==> config.mk <==
export PLATFORM = sky130hd
export DESIGN_NAME = uart_tx_arbiter_flat
export DESIGN_NICKNAME = d
export VERILOG_FILES = /design/src/rtl/uart_tx_arbiter_pkg.sv /design/src/rtl/uart_tx_arbiter_if.sv /design/src/rtl/uart_tx_arbiter_rr_pick.sv /design/src/rtl/uart_tx_arbiter.sv /design/src/flat_wrapper.sv
export SDC_FILE = /design/constraint.sdc
export NUM_CORES = 1
export LEC_CHECK = 0
export ABC_AREA = 0
export BUFFER_PORTS_ARGS = -buffer_cell sky130_fd_sc_hd__buf_4
export CORE_MARGIN = 2
export CORE_UTILIZATION = 41
export DETAILED_ROUTE_END_ITERATION = 10
export PLACE_DENSITY = 0.76
export SLEW_MARGIN = 25
export SYNTH_ARGS = -nofsm -noshare
export SYNTH_HDL_FRONTEND = slang
export SYNTH_SLANG_ARGS = --single-unit
==> constraint.sdc <==
create_clock -name CLK -period 1.5 [get_ports CLK]
set_input_delay 0.075 -clock CLK [delete_from_list [all_inputs] [get_ports CLK]]
set_output_delay 0.075 -clock CLK [all_outputs]
set_load 0.01 [all_outputs]
==> src/rtl/uart_tx_arbiter_pkg.sv <==
// Shared types and constants for the UART transmit arbiter.
package uart_tx_arbiter_pkg;

  typedef enum logic [1:0] {
    S_IDLE = 2'd0,
    S_SEND = 2'd1,
    S_WAIT = 2'd2
  } state_t;

  localparam logic [7:0]  UA_LF     = 8'h0A;
  localparam int unsigned UA_MAXREQ = 4;

endpackage

==> src/rtl/uart_tx_arbiter_if.sv <==
// Producer/serializer bundle for the UART transmit arbiter.
// master: the producers plus UartTx side; slave: the arbiter.
interface uart_tx_arbiter_if #(
  parameter int unsigned NREQ = 2
);
  logic [NREQ-1:0]   REQ_VALID;
  logic [8*NREQ-1:0] REQ_DATA;
  logic [NREQ-1:0]   REQ_READY;
  logic [7:0]        TX_DATA;
  logic              TX_WE;
  logic              TX_READY;
  logic [1:0]        GRANT_ID;
  logic              BUSY;

  modport master (
    output REQ_VALID, REQ_DATA, TX_READY,
    input  REQ_READY, TX_DATA, TX_WE, GRANT_ID, BUSY
  );

  modport slave (
    input  REQ_VALID, REQ_DATA, TX_READY,
    output REQ_READY, TX_DATA, TX_WE, GRANT_ID, BUSY
  );
endinterface

==> src/rtl/uart_tx_arbiter_rr_pick.sv <==
// Combinational round-robin picker: first request found starting at
// pointer+1 (mod NREQ) wins.
module uart_rr_pick #(
  parameter int unsigned NREQ = 2
) (
  input  logic [NREQ-1:0] i_req,
  input  logic [1:0]      i_ptr,
  output logic [NREQ-1:0] o_gnt,
  output logic [1:0]      o_idx,
  output logic            o_any
);

  // Scan offsets 1..NREQ from the pointer; the first live request is granted.
  always_comb begin
    o_gnt = '0;
    o_idx = '0;
    o_any = 1'b0;
    for (int unsigned k = 1; k <= NREQ; k++) begin
      for (int unsigned j = 0; j < NREQ; j++) begin
        if (!o_any && i_req[j] && (((32'(i_ptr) + k) % NREQ) == j)) begin
          o_any    = 1'b1;
          o_gnt[j] = 1'b1;
          o_idx    = 2'(j);
        end
      end
    end
  end

endmodule

==> src/rtl/uart_tx_arbiter.sv <==
// Round-robin arbiter sharing one UartTx serializer among NREQ byte
// producers, one byte per grant, paced by the serializer READY.
// Optional line lock: define UART_LINE_LOCK_EN to keep the grant on one
// requester until it sends 8'h0A (or goes idle for LOCK_TIMEOUT cycles).
module uart_tx_arbiter #(
  parameter int unsigned NREQ         = 2,
  parameter int unsigned LOCK_TIMEOUT = 4096
) (
  input logic              CLK,
  input logic              RST_X,
  uart_tx_arbiter_if.slave arb
);
  import uart_tx_arbiter_pkg::*;

  if (NREQ < 2 || NREQ > UA_MAXREQ || LOCK_TIMEOUT == 0) begin : g_bad_cfg
    $error("uart_tx_arbiter: NREQ must be 2..4 and LOCK_TIMEOUT nonzero");
  end

  state_t            r_state;
  state_t            w_state_nxt;
  logic [1:0]        r_ptr;
  logic [1:0]        r_grant;
  logic [7:0]        r_tx_data;
  logic              r_tx_we;
  logic [NREQ-1:0]   w_mask;
  logic [NREQ-1:0]   w_req;
  logic [NREQ-1:0]   w_gnt;
  logic [NREQ-1:0]   w_req_ready;
  logic [1:0]        w_idx;
  logic              w_any;
  logic              w_accept;
  logic              w_busy;
  logic [7:0]        w_sel_data;

  assign w_req = arb.REQ_VALID & w_mask;

  uart_rr_pick #(.NREQ(NREQ)) u_pick (
    .i_req (w_req),
    .i_ptr (r_ptr),
    .o_gnt (w_gnt),
    .o_idx (w_idx),
    .o_any (w_any)
  );

  // Gated by RST_X so no producer is accepted during a reset cycle.
  assign w_accept = RST_X && (r_state == S_IDLE) && arb.TX_READY && w_any;

  // Byte of the winning requester.
  always_comb begin
    w_sel_data = '0;
    for (int unsigned j = 0; j < NREQ; j++) begin
      if (w_gnt[j]) w_sel_data = arb.REQ_DATA[8*j +: 8];
    end
  end

  // Next-state and combinational handshake outputs.
  always_comb begin
    w_state_nxt = r_state;
    w_req_ready = w_accept ? w_gnt : '0;
    w_busy      = (r_state != S_IDLE);
    unique case (r_state)
      S_IDLE:  if (w_accept) w_state_nxt = S_SEND;
      S_SEND:  w_state_nxt = S_WAIT;
      S_WAIT:  if (arb.TX_READY) w_state_nxt = S_IDLE;
      default: w_state_nxt = S_IDLE;
    endcase
  end

  // State register.
  always_ff @(posedge CLK) begin
    if (!RST_X) r_state <= S_IDLE;
    else        r_state <= w_state_nxt;
  end

  // Byte capture, grant index, RR pointer and the one-cycle write strobe.
  always_ff @(posedge CLK) begin
    if (!RST_X) begin
      r_tx_data <= '0;
      r_grant   <= '0;
      r_ptr     <= 2'(NREQ - 1);
      r_tx_we   <= 1'b0;
    end else begin
      r_tx_we <= w_accept;
      if (w_accept) begin
        r_tx_data <= w_sel_data;
        r_grant   <= w_idx;
        r_ptr     <= w_idx;
      end
    end
  end

`ifdef UART_LINE_LOCK_EN
  localparam int unsigned LCW = $clog2(LOCK_TIMEOUT + 1);

  logic            r_lock;
  logic [1:0]      r_lock_id;
  logic [LCW-1:0]  r_lock_cnt;
  logic [NREQ-1:0] w_lock_oh;
  logic            w_lock_idle;

  // One-hot of the locked requester.
  always_comb begin
    w_lock_oh = '0;
    for (int unsigned j = 0; j < NREQ; j++) begin
      if (2'(j) == r_lock_id) w_lock_oh[j] = 1'b1;
    end
  end

  assign w_mask      = r_lock ? w_lock_oh : '1;
  assign w_lock_idle = r_lock && (r_state == S_IDLE) && arb.TX_READY
                       && !(|(arb.REQ_VALID & w_lock_oh));

  // Lock follows accepted bytes; releases on LF or after the idle timeout.
  always_ff @(posedge CLK) begin
    if (!RST_X) begin
      r_lock     <= 1'b0;
      r_lock_id  <= '0;
      r_lock_cnt <= '0;
    end else if (w_accept) begin
      r_lock_cnt <= '0;
      if (w_sel_data == UA_LF) begin
        r_lock <= 1'b0;
      end else begin
        r_lock    <= 1'b1;
        r_lock_id <= w_idx;
      end
    end else if (w_lock_idle) begin
      if (r_lock_cnt == LCW'(LOCK_TIMEOUT - 1)) begin
        r_lock     <= 1'b0;
        r_lock_cnt <= '0;
      end else begin
        r_lock_cnt <= r_lock_cnt + 1'b1;
      end
    end else begin
      r_lock_cnt <= '0;
    end
  end
`else
  assign w_mask = '1;
`endif

  assign arb.REQ_READY = w_req_ready;
  assign arb.TX_DATA   = r_tx_data;
  assign arb.TX_WE     = r_tx_we;
  assign arb.GRANT_ID  = r_grant;
  assign arb.BUSY      = w_busy;

endmodule
==> src/flat_wrapper.sv <==
// flat-port wrapper written by rule: the top's interface ports become plain ports
module uart_tx_arbiter_flat import uart_tx_arbiter_pkg::*;
#(
  parameter int unsigned NREQ         = 2,
  parameter int unsigned LOCK_TIMEOUT = 4096
)
  (CLK, RST_X, arb_REQ_VALID, arb_REQ_DATA, arb_TX_READY, arb_REQ_READY, arb_TX_DATA, arb_TX_WE, arb_GRANT_ID, arb_BUSY);
  uart_tx_arbiter_if #(.NREQ(NREQ)) arb_i ();
  input logic CLK;
  input logic RST_X;
  input wire logic [$bits(arb_i.REQ_VALID)-1:0] arb_REQ_VALID;
  input wire logic [$bits(arb_i.REQ_DATA)-1:0] arb_REQ_DATA;
  input wire logic [$bits(arb_i.TX_READY)-1:0] arb_TX_READY;
  output wire logic [$bits(arb_i.REQ_READY)-1:0] arb_REQ_READY;
  output wire logic [$bits(arb_i.TX_DATA)-1:0] arb_TX_DATA;
  output wire logic [$bits(arb_i.TX_WE)-1:0] arb_TX_WE;
  output wire logic [$bits(arb_i.GRANT_ID)-1:0] arb_GRANT_ID;
  output wire logic [$bits(arb_i.BUSY)-1:0] arb_BUSY;
  assign arb_i.REQ_VALID = arb_REQ_VALID;
  assign arb_i.REQ_DATA = arb_REQ_DATA;
  assign arb_i.TX_READY = arb_TX_READY;
  assign arb_REQ_READY = arb_i.REQ_READY;
  assign arb_TX_DATA = arb_i.TX_DATA;
  assign arb_TX_WE = arb_i.TX_WE;
  assign arb_GRANT_ID = arb_i.GRANT_ID;
  assign arb_BUSY = arb_i.BUSY;
  uart_tx_arbiter #(.NREQ(NREQ), .LOCK_TIMEOUT(LOCK_TIMEOUT)) u_core (.CLK(CLK), .RST_X(RST_X), .arb(arb_i));
endmodule
==> results.json <==
{
  "cts_hold_buf": 0,
  "dieArea_um2": 1760,
  "cts_buffer_depth": 2,
  "post_cts_buffers": 0,
  "whs_endpoint": "u_core.arb.TX_DATA[4]",
  "drive_above_1_share_pct": 44.6,
  "via_per_inst": 5.20,
  "dp_slack_ns": 0.294,
  "worstRegToRegCells": 3,
  "worst_clock_skew_ns": 0.00107,
  "worst_slew_margin_rel_pct": 59.9,
  "ctsResizeCount": 0,
  "dr.pass1.iters": 4,
  "worstSetupPathType": "reg2out",
  "period_share_pct": 94.6,
  "final_cell_mix": "buf_4, dfxtp_1, nand2_1, a32oi_1, mux2i_1",
  "status": "completed",
  "clk_pin_slew_ns": 0.08,
  "finalWeightedCongestion": 0.653,
  "min_path_type": "in2reg",
  "ios": 35,
  "finalHoldViolations": 0,
  "remaining_drc_errors": 0,
  "core_area_um2": 1320,
  "worst_r2r_endpoint": "u_core.arb.TX_DATA[3]",
  "worst_pin_slew_ns": 0.602,
  "critPathMaxFanout": 9,
  "grt_max_degree": 14,
  "antenna_cells": 0,
  "rsz0062_at_grt": "no",
  "layout.nets": 114,
  "grt_pass1_wl_mm": 2.06,
  "drtIter0Drc": 2,
  "die_h_um": 42.0,
  "portBuffers": 33,
  "ir_drop_mv": 0.517,
  "ys_ff_latch": 13,
  "routed_wl_mm": 1.35,
  "setup_viol": 0,
  "grt_pass1_vias": 474,
  "h-tree-depth": 1,
  "layout_setup_ws_ns": 0.0807,
  "yosysTopAreaCellShare_pct": 44.1,
  "r2r_start": "u_core.r_state[0]",
  "hold_depth": 3,
  "areaGrowthSynthToFinish_pct": 44.5,
  "yosysWarnings": 0,
  "fillers": 117,
  "dieWidth_um": 42.0,
  "p_total_w": 0.000748,
  "gr-total-overflow": 0,
  "tritoncts": "done",
  "rrSetupSlack_ns": 0.28,
  "yosysTopAreaCell": "dfxtp_1",
  "cts.sinks": 13,
  "syn_area_um2": 591,
  "cp-end-kind": "primary output",
  "finalSetupTns_ns": 0,
  "drt-wirelength-per-cell_um": 12.6,
  "slew_viol_final": 0,
  "leakage_nw": 0.442,
  "power.density_nw_per_um2": 876,
  "crit_start": "u_core.r_ptr[0]",
  "start_kind": "register",
  "cp.required_ns": 1.42,
  "syn_area_per_cell_um2": 9.84,
  "max-cap-violations": 0,
  "clock_latency_ns": 0.27,
  "rows": 13,
  "grt_antenna_before_repair": 0,
  "ys_top_cells_by_area": "dfxtp_1, mux2i_1, a32oi_1",
  "hold_path_startpoint": "arb_REQ_DATA[12]",
  "clock.fmax_mhz": 705,
  "cts-buffers-inserted": 3,
  "mostFrequentLayoutCell": "buf_4",
  "ant_nets": 0,
  "synth_fp_nets": 81,
  "netlist_instances": 60,
  "critPathArrivalTime_ns": 1.34,
  "period_needed_ns": 1.42,
  "post-dp-hpwl_um": 998,
  "seq_area_frac_synth_pct": 44.1,
  "hold_slack_ns": 0.0670,
  "cts_root_buf": "clkbuf_4",
  "grt_use_total_pct": 15.3,
  "vias": 556,
  "ys_types": 22,
  "initial_core_util_pct": 44.8
}
cells by family after synthesis:
| logic type | share of synthesized area, % |
|---|---|
| simple gates | 15.7 |
| compound gates | 19.7 |
| flops | 44.1 |
| mux | 13.6 |
| buf+inv | 6.36 |
| other cells | 0.635 |
state kept, by name (all words and copies together), names as in the netlist:
signal and count:
u_core.r_state 2, u_core.arb.TX_WE 1, u_core.arb.TX_DATA 8, u_core.r_ptr 1, u_core.arb.GRANT_ID 1
through the flow:
stage / std cells / instance area (um2) / util, %
floorplan: 60 / 591 / -
global placement: 103 / 827 / 62.8
detailed placement: 103 / 827 / 62.8
CTS: 107 / 853 / 64.8
global route: 107 / 853 / 64.8
finish: 107 / 853 / 64.8
Yosys cell counts (all sizes together):
library cell / n
dfxtp: 13
a32oi: 8
o21ai: 2
nor3b: 1
and2: 1
a21oi: 1
and2b: 1
and3: 2
clkbuf: 3
a21boi: 1
and4bb: 1
nand2b: 1
conb: 1
or2: 1
buf: 2
nand2: 9
o21a: 1
a31o: 1
inv: 2
mux2i: 8
layout make-up:
| cell class | count | area (um2) | area share (%) |
|---|---|---|---|
| multi-input cells | 40 | 293 | 34.3 |
| flip-flops and latches | 13 | 260 | 30.5 |
| repair buffers | 33 | 248 | 29.0 |
| clock buffers | 4 | 26.3 | 3.08 |
| well taps | 15 | 18.8 | 2.20 |
| inverters | 2 | 7.51 | 0.880 |
per-layer routing:
layer  share of wire (%)  track usage [%]  up-vias
li1                    -                -      284
met1                  47             20.3      247
met2                  44             23.1       25
met3                 8.9             4.78        0
met4                   0             5.81        0
met5                   0                0        -
worst max-delay path, stage by stage, from the launching register on:
cell and delay [ns]:
dfxtp_1 0.34, a21boi_2 0.40, and2_1 0.22, buf_4 0.12
report_power, final:
group / internal [W] / switching [W] / total, W / leakage, nW
logic: 0.0000903 / 0.0000661 / 0.000156 / 0.320
clock network: 0.000103 / 0.000109 / 0.000211 / 0.0150
registers: 0.000367 / 0.0000128 / 0.000380 / 0.106
worst max path at each step:
stage                                        end  slack, ns  cells after the start
after detailed placement   u_core.arb.TX_DATA[3]       0.29                      3
after global placement     u_core.arb.TX_DATA[1]       0.35                      3
final                           arb_REQ_READY[1]       0.08                      3
after floorplan           u_core.arb.GRANT_ID[0]       0.41                      3
after CTS                       arb_REQ_READY[1]       0.08                      3
after global routing            arb_REQ_READY[1]     0.0004                      3
No activity file was read; power rests on OpenSTA's default activity.
